`src/rtl/ifu_fetch_pkg.sv`:
```
// Shared widths, hold-level encodings, NOP encoding and FSM state type
// for the instruction-fetch stage.
package ifu_fetch_pkg;

  localparam int InstAddrBus   = 32;
  localparam int InstBus       = 32;
  localparam int Hold_Flag_Bus = 3;

  typedef logic [Hold_Flag_Bus-1:0] hold_flag_t;

  localparam hold_flag_t Hold_None = 3'd0;
  localparam hold_flag_t Hold_Pc   = 3'd1;
  localparam hold_flag_t Hold_If   = 3'd2;
  localparam hold_flag_t Hold_Id   = 3'd3;

  // addi x0, x0, 0
  localparam logic [InstBus-1:0] INST_NOP = 32'h0000_0013;

  localparam logic RstEnable  = 1'b1;
  localparam logic JumpEnable = 1'b1;

  typedef enum logic [1:0] {
    S_IDLE = 2'd0,
    S_REQ  = 2'd1,
    S_WAIT = 2'd2
  } fetch_state_e;

  // Any hold level from Hold_If upward freezes the IF/ID boundary.
  function automatic logic holds_if_stage(input hold_flag_t level);
    return level >= Hold_If;
  endfunction

endpackage

```
`src/rtl/ifu_skid_buf.sv`:
```
// One-entry {data, addr, valid} holding register that parks a fetch
// response arriving while the IF/ID boundary is held.
module ifu_skid_buf
  import ifu_fetch_pkg::*;
#(
  parameter int ADDR_W = InstAddrBus,
  parameter int DATA_W = InstBus
) (
  input  logic              clk,
  input  logic              rst,
  input  logic              clear,
  input  logic              load,
  input  logic              unload,
  input  logic [DATA_W-1:0] load_data,
  input  logic [ADDR_W-1:0] load_addr,
  output logic [DATA_W-1:0] data,
  output logic [ADDR_W-1:0] addr,
  output logic              valid
);

  // NOTE: sequential state uses non-blocking assignments so every flop
  // samples the pre-edge value of every other flop.
  always_ff @(posedge clk) begin
    if (rst == RstEnable || clear) begin
      valid <= 1'b0;
    end else if (load) begin
      valid <= 1'b1;
    end else if (unload) begin
      valid <= 1'b0;
    end
  end

  // NOTE: the payload carries no reset; valid alone says whether it means anything.
  always_ff @(posedge clk) begin
    if (load) begin
      data <= load_data;
      addr <= load_addr;
    end
  end

endmodule

```
`src/rtl/ifu_fetch.sv`:
```
// Instruction-fetch stage: one bus read per PC, delivers {inst, addr, valid}
// to IF/ID and stalls the PC until each instruction has been delivered.
module ifu_fetch
  import ifu_fetch_pkg::*;
#(
  parameter int              ADDR_W   = InstAddrBus,
  parameter int              DATA_W   = InstBus,
  parameter logic [DATA_W-1:0] NOP_INST = INST_NOP
) (
  input  logic                     clk,
  input  logic                     rst,
  input  logic [ADDR_W-1:0]        pc_i,
  input  logic                     jump_flag_i,
  input  logic [Hold_Flag_Bus-1:0] hold_flag_i,
  output logic                     ibus_req_o,
  output logic [ADDR_W-1:0]        ibus_addr_o,
  input  logic                     ibus_gnt_i,
  input  logic                     ibus_rvalid_i,
  input  logic [DATA_W-1:0]        ibus_rdata_i,
  output logic [DATA_W-1:0]        inst_o,
  output logic [ADDR_W-1:0]        inst_addr_o,
  output logic                     inst_valid_o,
  output logic                     fetch_stall_o
);

  fetch_state_e state, state_n;

  logic              jump;
  logic              hold_if;
  logic              rsp_live;
  logic              deliver;
  logic              addr_load;
  logic              retarget;
  logic              drop;
  logic              drop_set;
  logic              skid_load;
  logic              skid_unload;
  logic              skid_valid;
  logic [DATA_W-1:0] skid_data;
  logic [ADDR_W-1:0] skid_addr;

  assign jump     = (jump_flag_i == JumpEnable);
  assign hold_if  = holds_if_stage(hold_flag_i);
  assign rsp_live = ibus_rvalid_i && !drop && (state == S_WAIT);

  assign skid_load   = !jump && hold_if && rsp_live;
  assign skid_unload = !jump && !hold_if && skid_valid;

  // The PC may advance only when an instruction actually lands in IF/ID.
  assign deliver       = (rst != RstEnable) && !jump && !hold_if && (skid_valid || rsp_live);
  assign fetch_stall_o = !deliver;

  assign ibus_req_o = (state == S_REQ);

  // A grant that belongs to a flushed fetch must have its response discarded.
  assign drop_set = ((state == S_REQ) && ibus_gnt_i && (jump || retarget)) ||
                    ((state == S_WAIT) && jump && !ibus_rvalid_i);

  ifu_skid_buf #(
    .ADDR_W (ADDR_W),
    .DATA_W (DATA_W)
  ) u_skid (
    .clk       (clk),
    .rst       (rst),
    .clear     (jump),
    .load      (skid_load),
    .unload    (skid_unload),
    .load_data (ibus_rdata_i),
    .load_addr (ibus_addr_o),
    .data      (skid_data),
    .addr      (skid_addr),
    .valid     (skid_valid)
  );

  // NOTE: defaults come first so no path leaves a signal unassigned (no latch).
  always_comb begin
    state_n   = state;
    addr_load = 1'b0;
    case (state)
      S_IDLE: begin
        if (!jump && !skid_valid) begin
          state_n   = S_REQ;
          addr_load = 1'b1;
        end
      end
      S_REQ: begin
        if (ibus_gnt_i) begin
          state_n = S_WAIT;
        end else if (retarget) begin
          addr_load = 1'b1;
        end
      end
      S_WAIT: begin
        if (ibus_rvalid_i) begin
          // A discarded response did not advance the PC, so pc_i is already current.
          if (drop && !jump && !skid_valid) begin
            state_n   = S_REQ;
            addr_load = 1'b1;
          end else begin
            state_n = S_IDLE;
          end
        end
      end
      default: state_n = S_IDLE;
    endcase
  end

  always_ff @(posedge clk) begin
    if (rst == RstEnable) begin
      state       <= S_IDLE;
      ibus_addr_o <= '0;
      retarget    <= 1'b0;
      // A transaction cut off by reset still returns data; remember to eat it.
      drop        <= (drop || (state == S_WAIT) || ((state == S_REQ) && ibus_gnt_i)) &&
                     !ibus_rvalid_i;
    end else begin
      state    <= state_n;
      retarget <= jump && (state == S_REQ) && !ibus_gnt_i;
      drop     <= (drop && !ibus_rvalid_i) || drop_set;
      if (addr_load) begin
        ibus_addr_o <= pc_i;
      end
    end
  end

  always_ff @(posedge clk) begin
    if (rst == RstEnable) begin
      inst_o       <= NOP_INST;
      inst_addr_o  <= '0;
      inst_valid_o <= 1'b0;
    end else if (jump) begin
      inst_o       <= NOP_INST;
      inst_valid_o <= 1'b0;
    end else if (!hold_if) begin
      if (skid_valid) begin
        inst_o       <= skid_data;
        inst_addr_o  <= skid_addr;
        inst_valid_o <= 1'b1;
      end else if (rsp_live) begin
        inst_o       <= ibus_rdata_i;
        inst_addr_o  <= ibus_addr_o;
        inst_valid_o <= 1'b1;
      end else begin
        inst_o       <= NOP_INST;
        inst_valid_o <= 1'b0;
      end
    end
  end

endmodule

```
`config.mk`:
```
export PLATFORM = sky130hd
export DESIGN_NAME = ifu_fetch
export DESIGN_NICKNAME = d
export VERILOG_FILES = /design/src/rtl/ifu_fetch_pkg.sv /design/src/rtl/ifu_skid_buf.sv /design/src/rtl/ifu_fetch.sv
export SDC_FILE = /design/constraint.sdc
export NUM_CORES = 1
export LEC_CHECK = 0
export ABC_CLOCK_PERIOD_IN_PS = 6450
export CAP_MARGIN = 20
export CELL_PAD_IN_SITES_DETAIL_PLACEMENT = 1
export CELL_PAD_IN_SITES_GLOBAL_PLACEMENT = 2
export CORE_MARGIN = 5
export CORE_UTILIZATION = 38
export CTS_BUF_LIST = sky130_fd_sc_hd__clkbuf_8
export CTS_CLUSTER_DIAMETER = 150
export CTS_CLUSTER_SIZE = 10
export DETAILED_ROUTE_END_ITERATION = 10
export DONT_BUFFER_PORTS = 1
export PLACE_DENSITY_LB_ADDON = 0.1
export SYNTH_ARGS = -nofsm -noshare
export SYNTH_HDL_FRONTEND = slang
export SYNTH_HIERARCHICAL = 1
export SYNTH_SLANG_ARGS = --single-unit
```
`constraint.sdc`:
```
create_clock -name clk -period 6.45 [get_ports clk]
set_input_delay 0.645 -clock clk [delete_from_list [all_inputs] [get_ports clk]]
set_output_delay 0.645 -clock clk [all_outputs]
set_load 0.01 [all_outputs]
```
---- After elaboration in Yosys (flattened, before gate mapping) ----
Index checks and enable logic that the tools add are counted.
cells by class
  $mul .................................... 0
  order comparisons ....................... 1
  mux-type cells .......................... 20
  bitwise logic cells ..................... 3
  shifts and indexed selects .............. 0
  reductions and logical operators ........ 40
  eq/ne operators ......................... 5
  div/mod/pow operators ................... 0
  add/subtract/negate cells ............... 0
operator list
  cell                  count
  $mux W32              4
  $logic_and A1 B1 Y1   20
  $mux W1               11
  $logic_not A1 Y1      7
  $logic_or A1 B1 Y1    7
  $mux W2               3
  $pmux W2 S3           1
  $reduce_and A3 Y1     2
  $ne A2 B2 Y1 const B  2
  $reduce_bool A2 Y1    2
  $ge A3 B2 Y1 const B  1
  $not A1 Y1            3
  $pmux W1 S3           1
  $eq A2 B1 Y1 const B  1
  $eq A2 B2 Y1 const B  1
  $logic_not A2 Y1      1
  $ne A2 B1 Y1 const B  1
  $reduce_or A2 Y1      1
word-level totals
  bits in latches ......................... 0
  memories ................................ 0
  bits in read-only memories .............. 0
  output and inout port bits .............. 99
  flip-flop bits (word level) ............. 166
  bits in writable memories ............... 0

---- Longest topological paths before layout ----
  depth after elaboration ................. 6
  gate-level depth with buffers ........... 7
  depth with buffers taken out ............ 4

---- By module ----
The synthesis kept the hierarchy.
modules (own cells, without submodules)
  module        cells an instance  times used  area an instance (um^2)
  ifu_fetch     530                1           4,926.0
  ifu_skid_buf  68                 1           1,966.9

---- Worst setup path before layout ----
Ideal clock, no wire load.
  path kind ............................... input port to flip-flop
  start point ............................. in ibus_rvalid_i
  end point ............................... reg u_skid.addr[0] (enable)
  stages on the path ...................... 4
  arrival time ............................ 5,910 ps
  slack ................................... -42 ps
  setup time .............................. 582 ps
  buffers on the path ..................... 2
  cells stage by stage .................... and4bb_1 buf_6 buf_2 nor3b_1
on the way
  longest elaborated chain between the ends .. 3
ends and longest elaborated chain
  element                           line                source
  from (decl)                       ifu_fetch.sv:18     input logic ibus_rvalid_i,
  $logic_and A1 B1 Y1 (2 in a row)  ifu_fetch.sv:44     assign rsp_live = ibus_rvalid_i && !drop && (state == S_WAIT);
  $logic_and A1 B1 Y1               ifu_fetch.sv:46     assign skid_load = !jump && hold_if && rsp_live;
  via skid_load                     ifu_fetch.sv:36     logic skid_load;
  to (signal assigned)              ifu_skid_buf.sv:37  addr <= load_addr;
  to (decl)                         ifu_skid_buf.sv:17  output logic [ADDR_W-1:0] addr,
The timed path passes the listed nets, and every way through them passes these cells.
A chain may end at the register's enable or synchronous reset.

---- Final worst setup path ----
  start point ............................. reg u_skid.valid
  end point ............................... out fetch_stall_o
on the way
  longest elaborated chain between the ends .. 3
ends and longest elaborated chain
  element                 line                source
  from (decl)             ifu_skid_buf.sv:18  output logic valid
  from (signal assigned)  ifu_skid_buf.sv:25  valid <= 1'b0;
  from (signal assigned)  ifu_skid_buf.sv:27  valid <= 1'b1;
  from (signal assigned)  ifu_skid_buf.sv:29  valid <= 1'b0;
  $logic_or A1 B1 Y1      ifu_fetch.sv:50     assign deliver = (rst != RstEnable) && !jump && !hold_if && (skid_valid || rsp_live);
  $logic_and A1 B1 Y1     ifu_fetch.sv:50
  $logic_not A1 Y1        ifu_fetch.sv:51     assign fetch_stall_o = !deliver;
  to (decl)               ifu_fetch.sv:23     output logic fetch_stall_o
No other way between the ends.

==> impl_metrics.yaml <==
yosys:
  async_flop_share: 0
  synth_top_area_frac: 0.2962
  synth-edff-count: 64
  yosysUniqueCellTypes: 34
  yosysTopAreaCell: "dfxtp_1"
  yosysWarnings: 6
  syn_avg_cell_area_um2: 11.53
  ys_seq_area_frac: 0.5751
  synthCells: 598
  synthFlopType: "dfxtp_1"
  synthesis.nets: 670
  synth-seq-cells: 166
  syn_area_um2: 6893
  synth_area_leaders: "dfxtp_1 (30%), edfxtp_1 (28%), mux2i_1 (9.3%)"
clock_tree:
  cts_resized: 0
  cts_buffers: 17
  clk_path_buf_depth: 2
  clk_latency_ns: 0.45
  cts.clk_slew.worst_paths_ns: 0.08
  post-cts-setup-buffers: 0
  cts.sinks: 166
  cts-root-buf: "clkbuf_8"
  cts-htree-levels: 4
  ctsHoldBuffers: 0
  cts_tree: "done"
power_and_ir_drop:
  power.density_nw_per_um2: 273.1
  total_power_mw: 2.038
  peakVddDrop_mv: 0.1538
  p_leak_nw: 2.707
critical_path:
  crit_top_cell: "buf_4"
  slowest_delay_ns: 0.68
  reg2reg_slack_ns: 3.88
  start_kind: "register"
  critPathMaxFanout: 51
  end_kind: "output pin"
  cp_slowest_cell: "buf_4"
  r2r_cells: 5
  required_ns: 5.80
  cp_top_family: "buffers and inverters"
  rr_endpoint: "ibus_addr_o[27]$_SDFFE_PP0P_"
  cp.arrival_ns: 2.57
  worst-path-buf-inv: 2
  crit_type: "reg -> out"
  path_cells: "buf_4, o21ai_4, buf_4, or2_2"
  r2r_start: "u_skid/valid$_SDFFE_PP0P_"
routing:
  first_pass_iters: 4
  wl_per_cell_um: 20.44
  drc: 0
  viasPerCell: 5.247
  wl_um: 16800
  vias: 4313
  dr.first_iter.drc_count: 178
  ant_nets: 0
placed_design:
  numPortBuffers: 0
  gp_congestion: 0.7164
  dp_hpwl_um: 10650
global_route:
  overflow: 0
  grt_pass1_wl_um: 25790
  gr-usage-all-layers: 0.1608
  grt_max_degree: 138
  grt_pass1_vias: 4540
  antenna_found_initial: 0
timing:
  max_slew_margin: 0.4841
  tightestPinTransition_ns: 0.7739
  hold_violations: 0
  finalSetupViolCount: 0
  rsz0062_at_grt: "no"
  fmax_mhz: 311.3
  worst_clock_skew_ns: 0.008205
  fin_crit_sh: 0.4981
  min_period_ns: 3.212
  drv_slew: 0
  finalSetupTns_ns: 0
min_path:
  worstHoldPathType: "in -> reg"
  holdCritStartpoint: "rst"
  holdPathStages: 1
  holdPathEnd: "state[0]$_SDFFE_PP0P_"
floorplan:
  num_rows: 49
  die_w_um: 144.7
  dieArea_um2: 20930
  die_h_um: 144.7
  core_um2: 17900
  pin_count: 171
  start_util: 0.3850
cells_and_area:
  final_nets: 652
  num_antenna_cells: 0
  drive_gt1_frac: 0.1197
  syn2layout_area_growth_pct: 8.277
flow_run:
  drv_cap: 0
outcome:
  status: "completed"
cells by family (layout without fill, tap and decap cells):
group	count (synthesis)	in the layout	share of synthesized area
compound gates	104	104	0.08296
buf+inv	49	44	0.03667
flops	166	166	0.5751
mux	96	96	0.1561
simple gates	183	183	0.1492
cell usage in the layout, fill, tap and decap left out, types with 2 or more instances in the layout:
master / Yosys / layout
nor3b_1: 4 / 3
mux2i_1: 64 / 64
clkbuf_8: 0 / 17
mux2_1: 9 / 9
inv_1: 3 / 4
clkinvlp_4: 0 / 2
nor3_1: 5 / 5
clkinv_1: 0 / 3
nor2_1: 39 / 38
or2_2: 3 / 3
mux2_4: 20 / 20
buf_4: 1 / 8
dfxtp_1: 102 / 101
a21oi_1: 62 / 62
edfxtp_1: 64 / 64
nand2b_1: 64 / 64
o21ai_0: 35 / 35
clkinv_2: 0 / 2
mux2_2: 3 / 3
bufinv_16: 0 / 4
clkinv_4: 0 / 2
nand3_1: 29 / 29
nor2b_1: 32 / 32
nand2_1: 2 / 2
where the power goes:
group,switching [mW],internal [mW]
registers,0.0362,1.11
clock network,0.380,0.417
logic,0.0495,0.0427
total,0.466,1.57
how the worst max path moves through the flow:
stage / start / endpoint / slack (ns) / depth (start not counted)
after CTS: u_skid/valid$_SDFFE_PP0P_ / fetch_stall_o / 3.15 / 4
after global routing: u_skid/valid$_SDFFE_PP0P_ / fetch_stall_o / 3.07 / 4
after detailed placement: u_skid/valid$_SDFFE_PP0P_ / fetch_stall_o / 3.67 / 4
after floorplan: ibus_rvalid_i / u_skid/addr[0]$_DFFE_PP_ / 2.29 / 4
final: u_skid/valid$_SDFFE_PP0P_ / fetch_stall_o / 3.24 / 4
after global placement: u_skid/valid$_SDFFE_PP0P_ / u_skid/valid$_SDFFE_PP0P_ / 3.53 / 5
flip-flops by register name (all words and copies together), names as in the netlist:
name and count:
inst_addr_o 32, u_skid/valid 1, ibus_addr_o 32, inst_o 32
u_skid/data 32, retarget 1, u_skid/addr 32, drop 1
inst_valid_o 1, state 2
through the flow:
step	utilization	instance area, um^2	std cells	hold slack, ns	setup WS [ns]
2_1_floorplan	-	6898	598	0.4842	2.287
3_3_place_gp	0.3919	7015	789	0.4926	3.528
3_5_place_dp	0.3934	7043	790	0.5303	3.668
4_1_cts	0.4169	7463	822	0.2370	3.150
5_1_grt	0.4169	7463	822	0.2274	3.069
6_report	0.4169	7463	822	0.2710	3.238
synth_stat cells (all sizes together), types with 3 or more instances:
| master | count |
|---|---|
| nor2b | 34 |
| dfxtp | 102 |
| nand2b | 64 |
| mux2i | 64 |
| buf | 21 |
| a21oi | 62 |
| nor3b | 4 |
| nand3 | 29 |
| or2 | 3 |
| o21ai | 36 |
| edfxtp | 64 |
| mux2 | 32 |
| inv | 3 |
| clkbuf | 25 |
| nor3 | 5 |
| nor2 | 39 |
worst register-to-register path, cell delays in order (launching register included):
cell and delay, ns:
dfxtp_4 0.57, buf_4 0.69, nor3_1 0.22, a32oi_4 0.23
buf_4 0.52, mux2i_1 0.27
layer usage:
layer  part of all wire  up-vias  track usage
met5                  0        -            0
met1               0.39     2120       0.1829
met2               0.50      131       0.2714
li1                   -     2047            -
met3              0.096       15      0.06967
met4              0.013        0      0.05547
final cells by class:
class	count	area [um^2]
multi-input cells	383	2690
clock inverters	15	186.4
clock buffers	17	234.0
fillers	1913	10440
well taps	229	286.5
inverters	3	11.26
flip-flops and latches	166	3968
repair buffers	9	87.58
Power figures use the tool's default switching activity.
